## src/rtl/out_register.sv

```systemverilog
// N-bit capture register read out as 32-bit words, low word first, over a valid/re handshake.
// Optional sticky protocol-error flag enabled by defining OUT_REGISTER_ERR_EN.
module out_register #(
  parameter int C_NUM_BITS = 32
) (
  input  logic                  clk,
  input  logic                  rst,
  input  logic [C_NUM_BITS-1:0] din,
  input  logic                  load,
  output logic                  busy,
  output logic [31:0]           dout,
  output logic                  valid,
  input  logic                  re,
  output logic                  done,
`ifdef OUT_REGISTER_ERR_EN
  output logic                  err,
`endif
  output logic                  state_dbg
);

  localparam int C_NUM_WORDS  = (C_NUM_BITS + 31) / 32;
  localparam int C_COUNT_BITS = $clog2(C_NUM_WORDS);
  localparam int CW           = C_COUNT_BITS + 1;
  localparam int DW           = C_NUM_WORDS * 32;
  localparam logic [CW-1:0] LAST = CW'(C_NUM_WORDS - 1);

  // Handshake: a word transfers on any rising edge where valid && re.
  // load is only honoured while busy is low; valid/busy/done are registered.
  typedef enum logic {IDLE = 1'b0, SEND = 1'b1} state_t;

  state_t         state;
  logic [CW-1:0]  count;
  logic [DW-1:0]  data;
  logic [DW-1:0]  din_ext;

  // Zero-extension also clears the unused top bits of the last word.
  always_comb begin
    din_ext = '0;
    din_ext[C_NUM_BITS-1:0] = din;
  end

  always_ff @(posedge clk) begin
    if (rst) begin
      state <= IDLE;
      busy  <= 1'b0;
      valid <= 1'b0;
      done  <= 1'b0;
      count <= '0;
      data  <= '0;
    end else begin
      done <= 1'b0;
      case (state)
        IDLE: begin
          if (load) begin
            data  <= din_ext;
            count <= '0;
            state <= SEND;
            busy  <= 1'b1;
            valid <= 1'b1;
          end
        end
        SEND: begin
          if (re) begin
            if (count == LAST) begin
              state <= IDLE;
              busy  <= 1'b0;
              valid <= 1'b0;
              count <= '0;
              done  <= 1'b1;
            end else begin
              count <= count + 1'b1;
            end
          end
        end
        default: state <= IDLE;
      endcase
    end
  end

  always_comb begin
    dout = '0;
    if (valid) dout = data[int'(count)*32 +: 32];
  end

  assign state_dbg = (state == SEND);

`ifdef OUT_REGISTER_ERR_EN
  // Sticky until reset: a load while busy or a read with nothing to read.
  always_ff @(posedge clk) begin
    if (rst) err <= 1'b0;
    else if ((load && busy) || (re && !valid)) err <= 1'b1;
  end
`endif

endmodule

```

## config.mk

```make
export PLATFORM = sky130hd
export DESIGN_NAME = out_register
export DESIGN_NICKNAME = d
export VERILOG_FILES = /design/src/rtl/out_register.sv
export SDC_FILE = /design/constraint.sdc
export NUM_CORES = 1
export LEC_CHECK = 0
export ABC_AREA = 1
export CAP_MARGIN = 10
export CORE_MARGIN = 2
export CORE_UTILIZATION = 30
export CTS_BUF_LIST = sky130_fd_sc_hd__clkbuf_2
export DETAILED_ROUTE_END_ITERATION = 10
export HOLD_SLACK_MARGIN = 0.12
export SLEW_MARGIN = 10
export SYNTH_ARGS = -nofsm -noshare
export SYNTH_HDL_FRONTEND = slang
export SYNTH_SLANG_ARGS = --single-unit
```

## constraint.sdc

```tcl
create_clock -name clk -period 0.8 [get_ports clk]
set_input_delay 0.12 -clock clk [delete_from_list [all_inputs] [get_ports clk]]
set_output_delay 0.12 -clock clk [all_outputs]
set_load 0.005 [all_outputs]
```

== Yosys cells after proc, flatten, opt, wreduce, memory -nomap -nowiden ==
Index checks and enable logic that the tools add are counted.
Storage, ports and cells
  register bits after elaboration: 36
  word-level logic and storage cells: 30
Operators by class
  add/subtract/negate cells: 1
  equality and inequality tests: 3
  shift operators: 1
  multiplexer cells: 14
  bitwise logic cells: 2
  reductions and logical operators: 4
Operators by type and width (count)
  $mux W32: 1
  $shiftx A32 B7 Y32: 1
  $mux W1: 10
  $ne A2 B2 Y1 const B: 3
  $pmux W1 S2: 3
  $reduce_and A2 Y1: 2
  $reduce_and A3 Y1: 1
  $reduce_or A3 Y1: 1
  $not A1 Y1: 2
  $add A1 B1 Y1 const B: 1

== Logic depth before layout (Yosys ltp) ==
  word-level depth: 4
  depth in mapped cells: 6
  mapped depth without buffers: 4

== Worst setup path after synthesis ==
No wires, ideal clock.
  path kind: register to output
  start point: register valid
  end point: output dout[10]
  data arrival time: 0.829 ns
  data required time: 0.680 ns
  setup slack: -0.149 ns
  cell stages (with the launch flop): 5
  buffers on the path: 2
  cells stage by stage: dfxtp_1 -> clkbuf_1 -> buf_2 -> nand2_1 -> inv_1
Between the ends
  longest elaborated chain between the ends: 1
Ends and longest elaborated chain
  start, declared: RTL line 12  | output logic valid,
  start signal, assigned: RTL line 46  | valid <= 1'b0;
  start signal, assigned: RTL line 59  | valid <= 1'b1;
  start signal, assigned: RTL line 67  | valid <= 1'b0;
  $mux W32: RTL line 82  | if (valid) dout = data[int'(count)*32 +: 32];
  end, declared: RTL line 11  | output logic [31:0] dout,
No other way between the ends.

== Final worst setup path ==
  start point: register valid
  end point: output dout[2]
Same word-level chain as after synthesis.

==> results.json <==
{
  "outcome": "complete, but fails checks",
  "violations_in_the_final_reports": "negative setup slack",
  "nFillCells": 555,
  "crit_slowest_cell": "dfxtp_4",
  "p_per_area_mw_per_mm2": 1350,
  "hpwl_after_detailed_placement_um": 2960,
  "crit_family": "buffers and inverters",
  "gpl_wtd_cong": 0.708,
  "antenna-diode-count": 0,
  "synth-edff-count": 0,
  "vdd_ir_drop_max_v": 0.000552,
  "final_report_max_slew_violation_count": 0,
  "post_synth.cell_area_avg_um2": 6.12,
  "grt_max_degree": 34,
  "groute.usage.overall_pct": 17.3,
  "via_count": 1906,
  "period_needed_ns": 1.39,
  "whs_ns": 0.294,
  "synth_top_family_by_area": "simple AND/OR/NAND/NOR gates",
  "htree_levels": 2,
  "postSynthCellCount": 287,
  "multiInputGateArea_um2": 937,
  "setup_viol": 71,
  "tritoncts.num_buffers": 5,
  "crit_type": "flip-flop to output port",
  "design.portCount": 72,
  "insertion_delay_ns": 0.40,
  "ys_async_rst_share_pct": 0,
  "drt_drc_violations_left": 0,
  "cts_buffer_depth": 2,
  "timing.fmax_ghz": 0.718,
  "slew_margin_rel_pct": 82.2,
  "die-area_mm2": 0.00648,
  "path_clk_slew_ns": 0.18,
  "cts_tree": "done",
  "wl_per_cell_um": 11.8,
  "rsz0062_at_grt": "yes",
  "synth-xor-area-share_pct": 0,
  "timing_worst_slew_pin_value_ns": 0.266,
  "path_common_cell": "buf_12",
  "yosysWarnings": 0,
  "wl_um": 5270,
  "final-instance-count-excl-fill": 445,
  "first_pass_iters": 4,
  "placement.io_buffers": 71,
  "synth_cell_types": 13,
  "fin_skew_ns": 0.0151,
  "yosys.area_share.adder_pct": 0,
  "timing.critical_path.buf_inv": 4,
  "post-layout-total-power_mw": 4.20,
  "fp.dieH_um": 80.5,
  "synth-compound-area-share_pct": 0.285,
  "timing.hold.worst.class": "primary input to flip-flop",
  "holdBufCountCts": 0,
  "crit_path_max_incr_delay_ns": 0.40,
  "p_leak_nw": 1.82,
  "ratio_of_cells_with_drive_above_1_in_the_final_layout_pct": 42.1,
  "drv.max_cap_violation_count": 0,
  "synth_largest_type_area_fraction_pct": 39.9,
  "fin_crit_sh_pct": 174,
  "placementRows": 27,
  "crit_fanout": 5,
  "seqCellArea_um2": 709,
  "mappedNetlistNets": 323,
  "setup-tns-final_ns": -32.11,
  "crit_path_cell_trace": "buf_12 > buf_12 > nand2_4 > inv_2 > buf_2",
  "die-width_um": 80.5,
  "drt_first_iter_violations": 51,
  "ff_latch_count_synth": 35,
  "synthSimpleGateAreaFrac_pct": 38.2,
  "core_area_mm2": 0.00557,
  "worstSetupStartpointType": "flip-flop",
  "routed_via_density": 4.28,
  "cts-root-buf": "clkbuf_2",
  "layout.nets": 408,
  "syn_to_final_growth_pct": 76.7,
  "number_of_cells_after_detailed_placement": 421,
  "synth_ff_type": "dfxtp_1",
  "grt_pass1_vias": 1870,
  "mappedNetlistArea_mm2": 0.00176,
  "synth.top_cells.by_count": "nor2_1 (67), inv_1 (66), nand2_1 (66)",
  "worstSetupEndpointType": "output port",
  "grt-ovfl-total": 0,
  "share_of_synthesized_area_spent_on_multiplexers_pct": 0,
  "final.setup.worst_slack_ns": -0.593,
  "starting_density_of_the_core_pct": 31.5,
  "yosysMostFrequentCell": "nor2_1",
  "cts_num_sinks": 35,
  "grt_first_pass_wirelength_um": 8630,
  "proportion_of_synthesized_chip_area_in_sequential_cells_pct": 39.9,
  "crit_required_ns": 0.68,
  "antenna_found_initial": 0,
  "final_hold_violation_count": 0,
  "ys_top_cells_by_area": "dfxtp_1 (40%), nor2_1 (14%), inv_1 (14%)",
  "arrival_ns": 1.27,
  "yosys.area.top_type": "dfxtp_1",
  "drt.antenna.violating_nets": 0
}
## state kept, by name (all words and copies together), names as in the netlist
signal / count
done: 1
valid: 1
state_dbg: 1
data: 32
## repair_timing
item                       CTS  global route
setup endpoints to repair   70            71
pin swaps                   23            15
buffers inserted            11             0
gates resized for setup    232            52
gates cloned                 9             0
## per-layer routing
layer | up-vias | routed length, um | track usage [%]
met5 | - | 0 | 0
met4 | 0 | 45 | 6.10
met3 | 5 | 399 | 4.72
met2 | 57 | 2550 | 28.7
met1 | 855 | 2270 | 21.4
li1 | 989 | - | -
## where the power goes
group	switching [mW]	internal, mW	total (mW)
combinational	0.588	0.769	1.36
sequential	0.147	1.89	2.04
clock	0.593	0.210	0.803
## cell families after synthesis
group                  Yosys count
and+or+nand+nor                166
buffers and inverters           85
DFF                             35
AOI/OAI and AO/OA                1
## layout make-up
cell class,count,share of cell area (%)
inverters,67,8.34
clock buffers,6,0.967
multi-input cells,167,30.2
repair buffers,96,34.5
well taps,72,2.90
flip-flops and latches,35,22.9
clock inverters,2,0.242
## per-stage QoR
| step | instance area (um2) | setup WS [ns] | utilization (%) |
|---|---|---|---|
| finish | 3100 | -0.593 | 55.7 |
| detailed placement | 2580 | -0.474 | 46.2 |
| global route | 3100 | -0.651 | 55.7 |
| CTS | 3010 | -0.594 | 53.9 |
| floorplan | 1790 | -0.0160 | - |
| global placement | 2580 | -0.433 | 46.2 |
## worst paths after layout
path | slack (ns) | depth (start not counted) | end | startpoint
worst min-delay path | 0.29 | 2 | done | rst
worst max-delay path | -0.59 | 5 | dout[2] | valid
worst min register to register | 0.51 | 2 | data[8] | data[8]
worst max register to register | -0.44 | 7 | data[11] | state_dbg
## layout by cell type, fill, tap and decap left out
master / n
a21oi_2: 1
buf_12: 7
buf_16: 7
buf_2: 22
buf_4: 2
buf_6: 22
buf_8: 1
clkbuf_2: 6
clkdlybuf4s50_1: 35
clkinv_1: 2
dfxtp_1: 32
dfxtp_2: 1
dfxtp_4: 2
inv_1: 47
inv_2: 19
inv_8: 1
nand2_1: 32
nand2_2: 19
nand2_4: 15
nand3_1: 32
nor2_1: 36
nor2_2: 27
nor2_4: 5
Note: power is estimated with default switching activity, not from simulation.
